`config.mk`:
```
export PLATFORM = sky130hd
export DESIGN_NAME = conv_addr_gen
export DESIGN_NICKNAME = d
export VERILOG_FILES = /design/src/rtl/conv_addr_gen.sv
export SDC_FILE = /design/constraint.sdc
export NUM_CORES = 1
export LEC_CHECK = 0
export CAP_MARGIN = 20
export CORE_MARGIN = 2
export CORE_UTILIZATION = 50
export CTS_CLUSTER_SIZE = 24
export DETAILED_ROUTE_END_ITERATION = 10
export PLACE_DENSITY = 0.73
export SLEW_MARGIN = 20
export SYNTH_ARGS = -nofsm -noshare
export SYNTH_HDL_FRONTEND = slang
export SYNTH_SLANG_ARGS = --single-unit
```
`constraint.sdc`:
```
create_clock -name clk -period 10.19 [get_ports clk]
set_clock_uncertainty 0.2 [all_clocks]
set_input_delay 1.5285 -clock clk [delete_from_list [all_inputs] [get_ports clk]]
set_output_delay 1.5285 -clock clk [all_outputs]
set_load 0.02 [all_outputs]
```
`src/rtl/conv_addr_gen.sv`:
```
// rtl/conv_addr_gen.sv - read-address walker for the 5x5 convolution MAC array
//
// Walks kx, ky, ox, oy, ch (innermost first) after a start pulse and presents
// one input-buffer address and one weight-buffer address per accepted tap,
// with neuron/plane boundary markers for the downstream counters.
//
// Optional feature macro: CONV_ADDR_CNT_EN adds the tap_count port.
//
// Ports:
//   clk          clock, rising edge
//   rst_n        asynchronous active-low reset
//   start        one-cycle run request, honoured only when idle
//   stall        downstream hold; freezes the walk and all outputs
//   busy         high from the cycle after an accepted start until done
//   addr_valid   in_addr / w_addr / markers are valid this cycle
//   in_addr      (oy+ky)*IMG_W + (ox+kx)
//   w_addr       ch*K*K + ky*K + kx
//   neuron_last  final tap of an output pixel
//   plane_last   final tap of the final pixel of a plane
//   out_ch       output channel of the presented tap
//   done         one-cycle pulse after the final tap is accepted
//   tap_count    (CONV_ADDR_CNT_EN only) accepted taps since last start

module conv_addr_gen #(
  parameter int IMG_W  = 32,
  parameter int IMG_H  = 32,
  parameter int K      = 5,
  parameter int N_CH   = 4,
  parameter int ADDR_W = 16
) (
  input  logic              clk,
  input  logic              rst_n,
  input  logic              start,
  input  logic              stall,
  output logic              busy,
  output logic              addr_valid,
  output logic [ADDR_W-1:0] in_addr,
  output logic [ADDR_W-1:0] w_addr,
  output logic              neuron_last,
  output logic              plane_last,
  output logic [7:0]        out_ch,
  output logic              done
`ifdef CONV_ADDR_CNT_EN
  ,
  output logic [31:0]       tap_count
`endif
);

  localparam int OUT_W = IMG_W - K + 1;
  localparam int OUT_H = IMG_H - K + 1;
  localparam int KW = (K > 1) ? $clog2(K) : 1;
  localparam int OW = (OUT_W > 1) ? $clog2(OUT_W) : 1;
  localparam int HW = (OUT_H > 1) ? $clog2(OUT_H) : 1;
  localparam int CW = (N_CH > 1) ? $clog2(N_CH) : 1;

  typedef enum logic [1:0] {
    S_IDLE,
    S_RUN,
    S_DONE
  } state_t;

  state_t state;

  // Counters always hold the coordinates of the tap currently presented.
  logic [KW-1:0] kx, ky;
  logic [OW-1:0] ox;
  logic [HW-1:0] oy;
  logic [CW-1:0] ch;

  logic kx_max, ky_max, ox_max, oy_max, ch_max, last_tap;

  assign kx_max   = (kx == KW'(K - 1));
  assign ky_max   = (ky == KW'(K - 1));
  assign ox_max   = (ox == OW'(OUT_W - 1));
  assign oy_max   = (oy == HW'(OUT_H - 1));
  assign ch_max   = (ch == CW'(N_CH - 1));
  assign last_tap = kx_max && ky_max && ox_max && oy_max && ch_max;

  // Next tap coordinates: ripple-carry through the nested counters.
  logic [KW-1:0] nkx, nky;
  logic [OW-1:0] nox;
  logic [HW-1:0] noy;
  logic [CW-1:0] nch;

  always_comb begin
    nkx = kx;
    nky = ky;
    nox = ox;
    noy = oy;
    nch = ch;
    if (kx_max) begin
      nkx = '0;
      if (ky_max) begin
        nky = '0;
        if (ox_max) begin
          nox = '0;
          if (oy_max) begin
            noy = '0;
            nch = ch_max ? '0 : ch + CW'(1);
          end else begin
            noy = oy + HW'(1);
          end
        end else begin
          nox = ox + OW'(1);
        end
      end else begin
        nky = ky + KW'(1);
      end
    end else begin
      nkx = kx + KW'(1);
    end
  end

  // The tap about to be registered: all-zero when a run is being launched,
  // otherwise the successor of the current tap.
  logic          load;
  logic [KW-1:0] sel_kx, sel_ky;
  logic [OW-1:0] sel_ox;
  logic [HW-1:0] sel_oy;
  logic [CW-1:0] sel_ch;

  assign load   = (state == S_IDLE);
  assign sel_kx = load ? '0 : nkx;
  assign sel_ky = load ? '0 : nky;
  assign sel_ox = load ? '0 : nox;
  assign sel_oy = load ? '0 : noy;
  assign sel_ch = load ? '0 : nch;

  // Address arithmetic is done at 32 bits and truncated to ADDR_W.
  logic [31:0] in_sum, w_sum;
  logic        sel_nl, sel_pl;

  always_comb begin
    in_sum = (32'(sel_oy) + 32'(sel_ky)) * 32'(IMG_W) + 32'(sel_ox) + 32'(sel_kx);
    w_sum  = 32'(sel_ch) * 32'(K * K) + 32'(sel_ky) * 32'(K) + 32'(sel_kx);
    sel_nl = (sel_kx == KW'(K - 1)) && (sel_ky == KW'(K - 1));
    sel_pl = sel_nl && (sel_ox == OW'(OUT_W - 1)) && (sel_oy == HW'(OUT_H - 1));
  end

  logic accept;
  assign accept = (state == S_RUN) && !stall;

  always_ff @(posedge clk or negedge rst_n) begin
    if (!rst_n) begin
      state       <= S_IDLE;
      kx          <= '0;
      ky          <= '0;
      ox          <= '0;
      oy          <= '0;
      ch          <= '0;
      busy        <= 1'b0;
      addr_valid  <= 1'b0;
      in_addr     <= '0;
      w_addr      <= '0;
      neuron_last <= 1'b0;
      plane_last  <= 1'b0;
      out_ch      <= '0;
      done        <= 1'b0;
`ifdef CONV_ADDR_CNT_EN
      tap_count   <= '0;
`endif
    end else begin
      case (state)
        S_IDLE: begin
          done <= 1'b0;
          if (start) begin
            state       <= S_RUN;
            kx          <= '0;
            ky          <= '0;
            ox          <= '0;
            oy          <= '0;
            ch          <= '0;
            busy        <= 1'b1;
            addr_valid  <= 1'b1;
            in_addr     <= in_sum[ADDR_W-1:0];
            w_addr      <= w_sum[ADDR_W-1:0];
            neuron_last <= sel_nl;
            plane_last  <= sel_pl;
            out_ch      <= 8'(sel_ch);
`ifdef CONV_ADDR_CNT_EN
            tap_count   <= '0;
`endif
          end
        end

        S_RUN: begin
          if (accept) begin
`ifdef CONV_ADDR_CNT_EN
            tap_count <= tap_count + 32'd1;
`endif
            if (last_tap) begin
              // Addresses are left holding; only valid and markers drop.
              state       <= S_DONE;
              addr_valid  <= 1'b0;
              neuron_last <= 1'b0;
              plane_last  <= 1'b0;
              done        <= 1'b1;
            end else begin
              kx          <= nkx;
              ky          <= nky;
              ox          <= nox;
              oy          <= noy;
              ch          <= nch;
              in_addr     <= in_sum[ADDR_W-1:0];
              w_addr      <= w_sum[ADDR_W-1:0];
              neuron_last <= sel_nl;
              plane_last  <= sel_pl;
              out_ch      <= 8'(sel_ch);
            end
          end
        end

        S_DONE: begin
          state <= S_IDLE;
          done  <= 1'b0;
          busy  <= 1'b0;
        end

        default: begin
          state <= S_IDLE;
        end
      endcase
    end
  end

endmodule

```
==> metrics.txt, run 1 <==
# DRC 0; data required time of the worst path between 10 and 15 ns; Routed Antenna Nets 0; outcome completed; Setup crit end kind flip-flop; Slew @ Worst Pin 0.9406 ns; # Post-CTS Setup Buffers 0; xor/xnor share of the synthesized area 0.03022; register area 1176 µm²; top_reg_cell synth dfrtp_1; final slew viol count 0; # diodes 0; RSZ-0062 raised after global routing false; Seq/Total Area, Yosys 0.3381; WHS 0.2790 ns; pin count of the biggest net entering global routing 48; Port Buffers 30; full die area 7640 µm²; adder-cell share of the synthesized area 0.1353; Synth warnings 0; Reg clk slew, reported paths roughly 0.09 ns; Max Cap Viol 0; CTS tree yes; area occupied by multi-input gates 2029 µm²; total gr overflow 0; Rows 30; GP Congestion about 0.87; Post-synth ARST share 1.000; Final setup viols 0; main combinational cell family by area after synthesis compound AO/OA/AOI/OAI gates; # IOs 49; final design area excluding fillers between 3000 and 4000 µm²; Hold Crit Class flip-flop to flip-flop; Total Wirelength about 7500 µm; Initial Utilization 0.5148; Final Hold Viols 0; clock root buffer clkbuf_8; LEAKAGE 1.848 nW; DR WL/cell ~15 µm; CP Class flip-flop to flip-flop; delay of the slowest critical-path stage 0.55 ns; fillers 626; Synth Area in Simple Gates 0.1860; Peak VDD IR 0.0001435 V; Synth area leaders dfrtp_1 34%, ha_1 10%, nand2_1 6.4%; Slew headroom 0.3706; setup_tns 0 ns; crit path buf inv count 5; Area growth syn-to-layout 9.389%; multiplexer share of the synthesized area 0.01511; Core ar. 6756 µm²; Mapped Cells 395; Seq cells post-synth 47; initial antenna violation count 0; global-route wire length before repair 13,050 µm; met3 Track Usage GR 0.02749; die width 87.41 µm; Placed Cells 488; CP Data Arrival Time 4.33 ns; Post-synth EDFFs 0; via/cell ratio between 5 and 6; cell mode on critical path inv_1; cell with the largest stage delay on the worst path and4_1; f_max 228.5 MHz; CP delay by family, top adder cells; Final nets 453; syn_area_per_cell 8.806 µm²; DR iter-0 viols around 190; Final Cycle Share 0.4294; Placement Cell Area 3717 µm²; Total Routing Usage GR 0.2159; Synth top area share 0.3381; Final min period about 4.4 ns; Die H 87.41 µm; vias in the first global route about 2,700; Post-Syn Area between 3000 and 4000 µm²; post-CTS sizing 0; pwr dens 184.3 nW/µm²; cell taking the most area after synthesis dfrtp_1; Clk Latency, worst-skew pair around 0.31 ns; global-route met2 utilization 0.3581; total CTS buffers 5; share of cells above drive strength 1 0.04808; CP Launch Type flip-flop; Clock Tree Buf Depth 2; total iterations of the first detailed-routing run 5; clock sinks 47; DPL Wire Length approximately 5500 µm; busiest grt layer met2; Critical Path, Cell by Cell inv_1 > ha_1 > and4_1 > nand4_1 > a21oi_1 > ha_1 > ha_1 > inv_1 > fa_1 > inv_1 > ha_1 > inv_1 > fa_1 > inv_1 > a21o_1 > a21oi_1 > xnor2_1 > o21ai_1; Core Util, Final 0.5631; Post-CTS Hold Buffers 0; Unique masters post-synth 59; Compound-Gate Fraction of Synth Area 0.1975; critical-path maximum fanout 15; met1 usage 0.2964; Non-Filler Instances 496; Vias 2,845; H-tree Lvls 2
-- layer usage --
metal,vias to the layer above,part of all wire
met5,-,0
met1,1373,0.46
met4,0,0.018
li1,1389,-
met2,72,0.48
met3,11,0.043
-- metrics by stage --
stage               total power [W]  worst slack (ns)
global route              0.0007729             5.493
detailed placement        0.0005903             5.878
finish                    0.0007013             5.814
floorplan                 0.0004919             6.274
CTS                       0.0007066             5.847
global placement          0.0005813             5.996
-- placed cells by master, fill, tap and decap left out, drive strengths merged, types with 6 or more instances in the layout --
cell type and n:
nand3 7, conb 18, nand2 59, o21ai 33, dfrtp 47, nand4 6
xor2 7, a21o 12, ha 28, clkdlybuf4s50 29, a21oi 23, inv 27
nor3 7, clkbuf 6, fa 6, nor2 21
-- cell type report --
class / count / share of cell area
clock inverter: 2 / 0.003288
sequential: 47 / 0.3091
clock buffer: 6 / 0.01907
inverter: 27 / 0.02664
tap: 80 / 0.02631
timing repair buffer: 32 / 0.08221
multi-input combinational: 302 / 0.5334
-- synthesized netlist by cell type, types with 5 or more instances --
cell / count
xor2_1: 7
dfrtp_1: 47
buf_2: 5
nand4_1: 5
clkbuf_1: 9
nand3_1: 6
nor3_1: 5
nand2_1: 59
and2_1: 5
a21o_1: 12
a22o_1: 5
a21oi_1: 23
xnor2_1: 5
o21ai_0: 15
o21ai_1: 18
inv_1: 27
ha_1: 28
fa_1: 6
buf_4: 19
nor2b_1: 5
nor2_1: 21
-- sequential cells by signal, indices dropped and copies added (netlist names) --
name         flops
ch               2
kx               3
w_addr           8
oy               5
ky               3
plane_last       1
ox               5
neuron_last      1
addr_valid       1
done             1
busy             1
in_addr         12
out_ch           2
state            2
-- power by group --
group | switching [W] | internal (W)
registers | 0.0000289 | 0.000221
clock network | 0.0000651 | 0.0000481
logic | 0.000199 | 0.000139
total | 0.000293 | 0.000408
-- path summary, 6_finish.rpt --
kind,from,to,slack [ns],depth (start not counted)
setup / recovery,ky[0],w_addr[6],5.81,18
hold / removal,in_addr[7],in_addr[7],0.28,2
setup reg to reg,ky[0],w_addr[6],5.81,18
hold reg to reg,in_addr[7],in_addr[7],0.28,2
max in group asynchronous,rst_n,w_addr[7],8.37,1
min in group asynchronous,rst_n,busy,1.01,1
-- cell families (layout without fill, tap and decap cells) --
group	after synthesis	after routing
fa+ha+maj	34	34
simple gates	130	130
xor+xnor	12	12
mux	5	5
flops	47	47
buf+inv	63	67
compound gates	103	103
other cells	1	18
-- worst register-to-register path: cells and delay by family (launching register included) --
family                   cells  cell delay [ns]
AO/OA/AOI/OAI                4             0.62
buffers and inverters        5             0.37
XOR/XNOR                     1             0.14
AND/OR/NAND/NOR              2             0.72
flip-flops                   1             0.45
adder cells (fa/ha/maj)      6             1.71
(Power assumes the default switching activity.)
==> run 2, diff against run 1 <==
--- a/config.mk
+++ b/config.mk
@@ -10,7 +10,7 @@
 export CORE_UTILIZATION = 50
 export CTS_CLUSTER_SIZE = 24
 export DETAILED_ROUTE_END_ITERATION = 10
-export PLACE_DENSITY = 0.73
+export PLACE_DENSITY = 0.76
 export SLEW_MARGIN = 20
 export SYNTH_ARGS = -nofsm -noshare
 export SYNTH_HDL_FRONTEND = slang
==> constraint.sdc (replaced) <==
create_clock -name clk -period 3.5 [get_ports clk]
set_clock_uncertainty 0.2 [all_clocks]
set_input_delay 0.525 -clock clk [delete_from_list [all_inputs] [get_ports clk]]
set_output_delay 0.525 -clock clk [all_outputs]
set_load 0.02 [all_outputs]
==> run 2 against run 1 <==
Compared with the run above:
- the flow now finishes with violations (setup timing)
- fmax up 16%
- combinational power rose to 5.0 times the previous value
- sequential power rose to 2.9 times the previous value
- power rose to 4.0 times the previous value
- clock power rose to 3.0 times the previous value
- global-route usage up 3.2 points
- clock-buffer cell count unchanged
- register-to-register slack worse by 6.1 ns
- setup slack worse by 6.1 ns
- core utilization up 16 points
- largest cell class unchanged
==> metrics.txt, run 2 (synthesis results as in run 1) <==
Total Wirelength about 11,000 µm; commonest non-fill, non-tap cell in the layout buf_4; CP Data Arrival Time 3.75 ns; Total Routing Usage GR 0.2478; Final Hold Viols 0; Slew headroom 0.5859; CP Launch Type flip-flop; pre-CTS setup slack -0.2530 ns; share of cells above drive strength 1 0.3483; final design area excluding fillers about 5000 µm²; Core ar. between 6000 and 7000 µm²; initial antenna violation count 0; Setup crit end kind flip-flop; f_max 265.2 MHz; setup_tns -0.7786 ns; Die H 87.41 µm; Initial Utilization 0.5148; clock sinks 47; largest reg by FF count in_addr; cell mode on critical path inv_2; global-route wire length before repair 14,730 µm; biggest regs in_addr (12), w_addr (8); RSZ-0062 raised after global routing true; Clock Tree Buf Depth 2; Peak VDD IR 0.0005073 V; LEAKAGE 2.345 nW; clock root buffer clkbuf_8; full die area roughly 7600 µm²; met3 Track Usage GR 0.03981; register area 1176 µm²; Vias 3,455; WHS around 0.030 ns; DR WL/cell about 18 µm; total gr overflow 0; Clk Latency, worst-skew pair 0.30 ns; Final Cycle Share 1.077; data required time of the worst path 3.48 ns; H-tree Lvls 2; failing checks setup timing; Critical Path, Cell by Cell ha_2 > nand4b_1 > o31ai_4 > a21oi_2 > ha_4 > ha_4 > inv_2 > fa_1 > inv_2 > ha_4 > inv_2 > fa_2 > inv_2 > a21o_1 > a21oi_2 > xnor2_1 > o21ai_1; total iterations of the first detailed-routing run 5; pin count of the biggest net entering global routing 48; Slew @ Worst Pin 0.6212 ns; delay of the slowest critical-path stage around 0.56 ns; met1 usage 0.3180; # DRC 0; DR iter-0 viols 252; # diodes 0; Rows 30; Port Buffers 30; area occupied by multi-input gates 2374 µm²; Final nets between 500 and 600; Final setup viols 4; die width 87.41 µm; CP Class flip-flop to flip-flop; CTS tree yes; Area growth syn-to-layout 40.18%; total CTS buffers 5; Max Cap Viol 0; vias in the first global route 3,194; global-route met2 utilization 0.4084; via/cell ratio 5.846; final slew viol count 0; Final WS setup -0.2712 ns; Core Util, Final 0.7217; critical-path maximum fanout 3; max reg flops 12; Reg clk slew, reported paths 0.09 ns; pwr dens 568.6 nW/µm²; DPL Wire Length around 6000 µm; Placement Cell Area approximately 4200 µm²; cell with the largest stage delay on the worst path fa_1; commonest cells after routing, fill and taps aside 98 x buf_4, 55 x nand2_1, 47 x dfrtp_1; # IOs 49; Routed Antenna Nets 0; GP Congestion 0.9415; Hold Crit Class primary input to async pin; busiest grt layer met2; fillers ~470; outcome finished, violations left; Final min period 3.771 ns
## run 2: where the power goes
| group | internal, W | total (W) | switching, W |
|---|---|---|---|
| Clock | 0.000156 | 0.000344 | 0.000188 |
| Sequential | 0.000644 | 0.000729 | 0.0000856 |
| Combinational | 0.000815 | 0.00170 | 0.000885 |
| Total | 0.00161 | 0.00277 | 0.00116 |
## run 2: area by class of cell
type / instances / area share
multi-input cells: 302 / 0.4868
clock buffers: 6 / 0.01694
repair buffers: 128 / 0.2127
inverters: 27 / 0.02079
well taps: 80 / 0.02053
flip-flops and latches: 47 / 0.2412
clock inverters: 1 / 0.001026
## run 2: worst paths after layout
kind                                  from          to  slack, ns  cells after the start
worst max-delay path                 ox[1]   w_addr[6]      -0.27                     17
worst min-delay path                 rst_n        done       0.03                      1
worst max register to register       ox[1]   w_addr[6]      -0.27                     17
worst min register to register  in_addr[7]  in_addr[7]       0.27                      2
max in group asynchronous            rst_n       ox[1]       2.65                      1
min in group clk                in_addr[7]  in_addr[7]       0.27                      2
## run 2: repair_timing
item,CTS,global route
pin swaps,16,41
gates resized for setup,18,51
setup endpoints to repair,7,10
setup buffers,21,18
hold buffers,0,0
## run 2: stage by stage
step | total power (W) | std cells
after floorplan | 0.001478 | 412
after global placement | 0.001949 | 550
after detailed placement | 0.001987 | 550
after CTS | 0.002439 | 578
after global routing | 0.002964 | 591
final | 0.002772 | 591
## run 2: critical path: cells and delay by family, from the launching register on
family	cells	cell delay [ns]
fa+ha+maj	6	1.55
buf+inv	4	0.18
xor+xnor	1	0.16
flops	1	0.37
compound gates	5	0.94
simple gates	1	0.26
## run 2: per-layer routing
metal	vias to the layer above	wire, µm	share of wire
met2	152	5214	0.50
met4	0	451	0.043
met5	-	0	0
met1	1671	4275	0.41
li1	1589	-	-
met3	43	585	0.056
==> run 3, diff against run 2 <==
--- a/config.mk
+++ b/config.mk
@@ -8,9 +8,9 @@
 export CAP_MARGIN = 20
 export CORE_MARGIN = 2
 export CORE_UTILIZATION = 50
-export CTS_CLUSTER_SIZE = 24
 export DETAILED_ROUTE_END_ITERATION = 10
 export PLACE_DENSITY = 0.76
+export RECOVER_POWER = 25
 export SLEW_MARGIN = 20
 export SYNTH_ARGS = -nofsm -noshare
 export SYNTH_HDL_FRONTEND = slang
==> run 3 against run 2 <==
Compared with the run above:
- the flow finishes with violations (capacitance limit, slew limit, setup timing)
- first-iteration DRC count unchanged
- setup slack barely moved
- register-to-register slack is essentially flat
- hold slack gained 0.24 ns
- sequential share of layout area is essentially flat
- clock power about the same
- core utilization is 0.056 points lower
- flip-flop and latch count stayed put
- fmax is essentially flat
- critical path type unchanged
- critical endpoint unchanged
==> metrics.txt, run 3 (synthesis results as in run 1) <==
outcome finished, violations left; failing checks capacitance limit, slew limit, setup timing; CP delay by family, top adder cells; clock root buffer clkbuf_8; Slew headroom -0.7552; Core ar. 6756 µm²; Tot Pwr 0.002771 W; Hold Startpoint in_addr[7]; critical path depth 17; Final setup viols 4; Vias 3,455; final slew viol count 48; fillers 470; total iterations of the first detailed-routing run 5; FF-to-FF path depth 17; area occupied by multi-input gates between 2000 and 2500 µm²; clock sinks 47; Die H 87.41 µm; f_max 265.2 MHz; DR iter-0 viols 252; Final Cycle Share 1.078; Hold Crit Class flip-flop to flip-flop; full die area between 7000 and 8000 µm²; RSZ-0062 raised after global routing true; share of cells above drive strength 1 0.3464; CP Class flip-flop to flip-flop; register area 1176 µm²; CP Launch Type flip-flop; commonest non-fill, non-tap cell in the layout buf_4; total CTS buffers 5; Clock Tree Buf Depth 2; Placed Cells 550; cell with the largest stage delay on the worst path fa_1; Final WS setup -0.2714 ns; DR WL/cell 17.83 µm; Final nets 549; commonest cells after routing, fill and taps aside 97 x buf_4, 55 x nand2_1, 47 x dfrtp_1; Core Util, Final 0.7211; Setup crit end kind flip-flop; initial antenna violation count 0; Max Cap Viol 1; Clk Latency, worst-skew pair approximately 0.3 ns; Worst R2R End w_addr[6]; largest reg by FF count in_addr; Reg clk slew, reported paths approximately 0.09 ns; delay of the slowest critical-path stage 0.56 ns; pin count of the biggest net entering global routing 48; reg2reg setup slack -0.27 ns; # diodes 0; cell mode on critical path inv_2; Port Buffers 30; CP Data Arrival Time 3.75 ns; # DRC 0; Final Hold Viols 0; total gr overflow 0; critical-path maximum fanout 3; H-tree Lvls 2; Setup crit start ox[1]; Area growth syn-to-layout 40.07%; FF-to-FF Start ox[1]; Routed Antenna Nets 0; Rows 30; Peak VDD IR 0.0005073 V; crit path buf inv count 4; DPL Wire Length about 6000 µm; GP Congestion 0.9415; die width 87.41 µm; pwr dens 568.8 nW/µm²; WHS 0.2716 ns; Total Routing Usage GR 0.2478; # IOs between 40 and 50; Slew @ Worst Pin 2.633 ns; max reg flops 12; CTS tree yes; data required time of the worst path about 3.5 ns; Non-Filler Instances just under 600; Final min period 3.771 ns; Total Wirelength between 10,000 and 15,000 µm; Post-CTS Hold Buffers 0; LEAKAGE roughly 2.3 nW; via/cell ratio 5.846; Initial Utilization 0.5148; biggest regs in_addr (12), w_addr (8); Critical Path, Cell by Cell ha_2 > nand4b_1 > o31ai_4 > a21oi_2 > ha_4 > ha_4 > inv_2 > fa_1 > inv_2 > ha_4 > inv_2 > fa_2 > inv_2 > a21o_1 > a21oi_2 > xnor2_1 > o21ai_1; vias in the first global route 3,194; global-route wire length before repair 14,730 µm; pre-CTS setup slack -0.2530 ns; CP Capture Point w_addr[6]
==> run 3: cell count changes in the layout (fill, tap and decap cells not counted) <==
| cell | change |
|---|---|
| clkbuf_1 | +1 |
| buf_4 | -1 |
==> run 3: repair_timing <==
action	in CTS	in global routing
setup buffers	21	18
endpoints found under the setup margin	7	10
resized for setup	18	51
pin swaps	16	41
hold endpoints to repair	0	0
==> run 3: cell type report <==
cell class / instances / share of cell area
well taps: 80 / 0.02054
multi-input cells: 302 / 0.4872
clock inverters: 1 / 0.001027
clock buffers: 6 / 0.01695
repair buffers: 128 / 0.2121
inverters: 27 / 0.02080
flip-flops and latches: 47 / 0.2414
==> run 3: power breakdown <==
part / leakage (nW) / internal (W) / switching, W
registers: 0.620 / 0.000644 / 0.0000856
clock network: 0.0470 / 0.000156 / 0.000188
logic: 1.67 / 0.000814 / 0.000885
total: 2.34 / 0.00161 / 0.00116
==> run 3: worst min path at each step <==
stage             endpoint  depth (start not counted)  slack [ns]
2_1_floorplan   addr_valid                          0        0.03
3_5_place_dp    in_addr[7]                          2        0.26
3_3_place_gp    in_addr[0]                          2        0.26
6_report        in_addr[7]                          2        0.27
4_1_cts              ky[0]                          1        0.26
5_1_grt        in_addr[11]                          1        0.31
==> run 3: worst min-delay path: stages, from the launching register on <==
cell     delay (ns)
dfrtp_1        0.35
nand2_1        0.05
nand2_1        0.05
==> run 3: layer usage <==
layer  GRT usage  share of wire  wire [µm]  vias up
met1      0.3180           0.41       4277     1671
met3     0.03981          0.057        599       43
met4      0.1133          0.043        450        0
met5           0              0          0        -
met2      0.4084           0.49       5209      153
li1            -              -          -     1588
==> run 3: stage by stage <==
step | area, µm² | TNS [ns]
final | 4872 | -0.7798
after global routing | 4872 | -1.351
after CTS | 4539 | -0.3304
after detailed placement | 4247 | -0.7545
after global placement | 4247 | -0.1677
after floorplan | 3622 | -0.1626
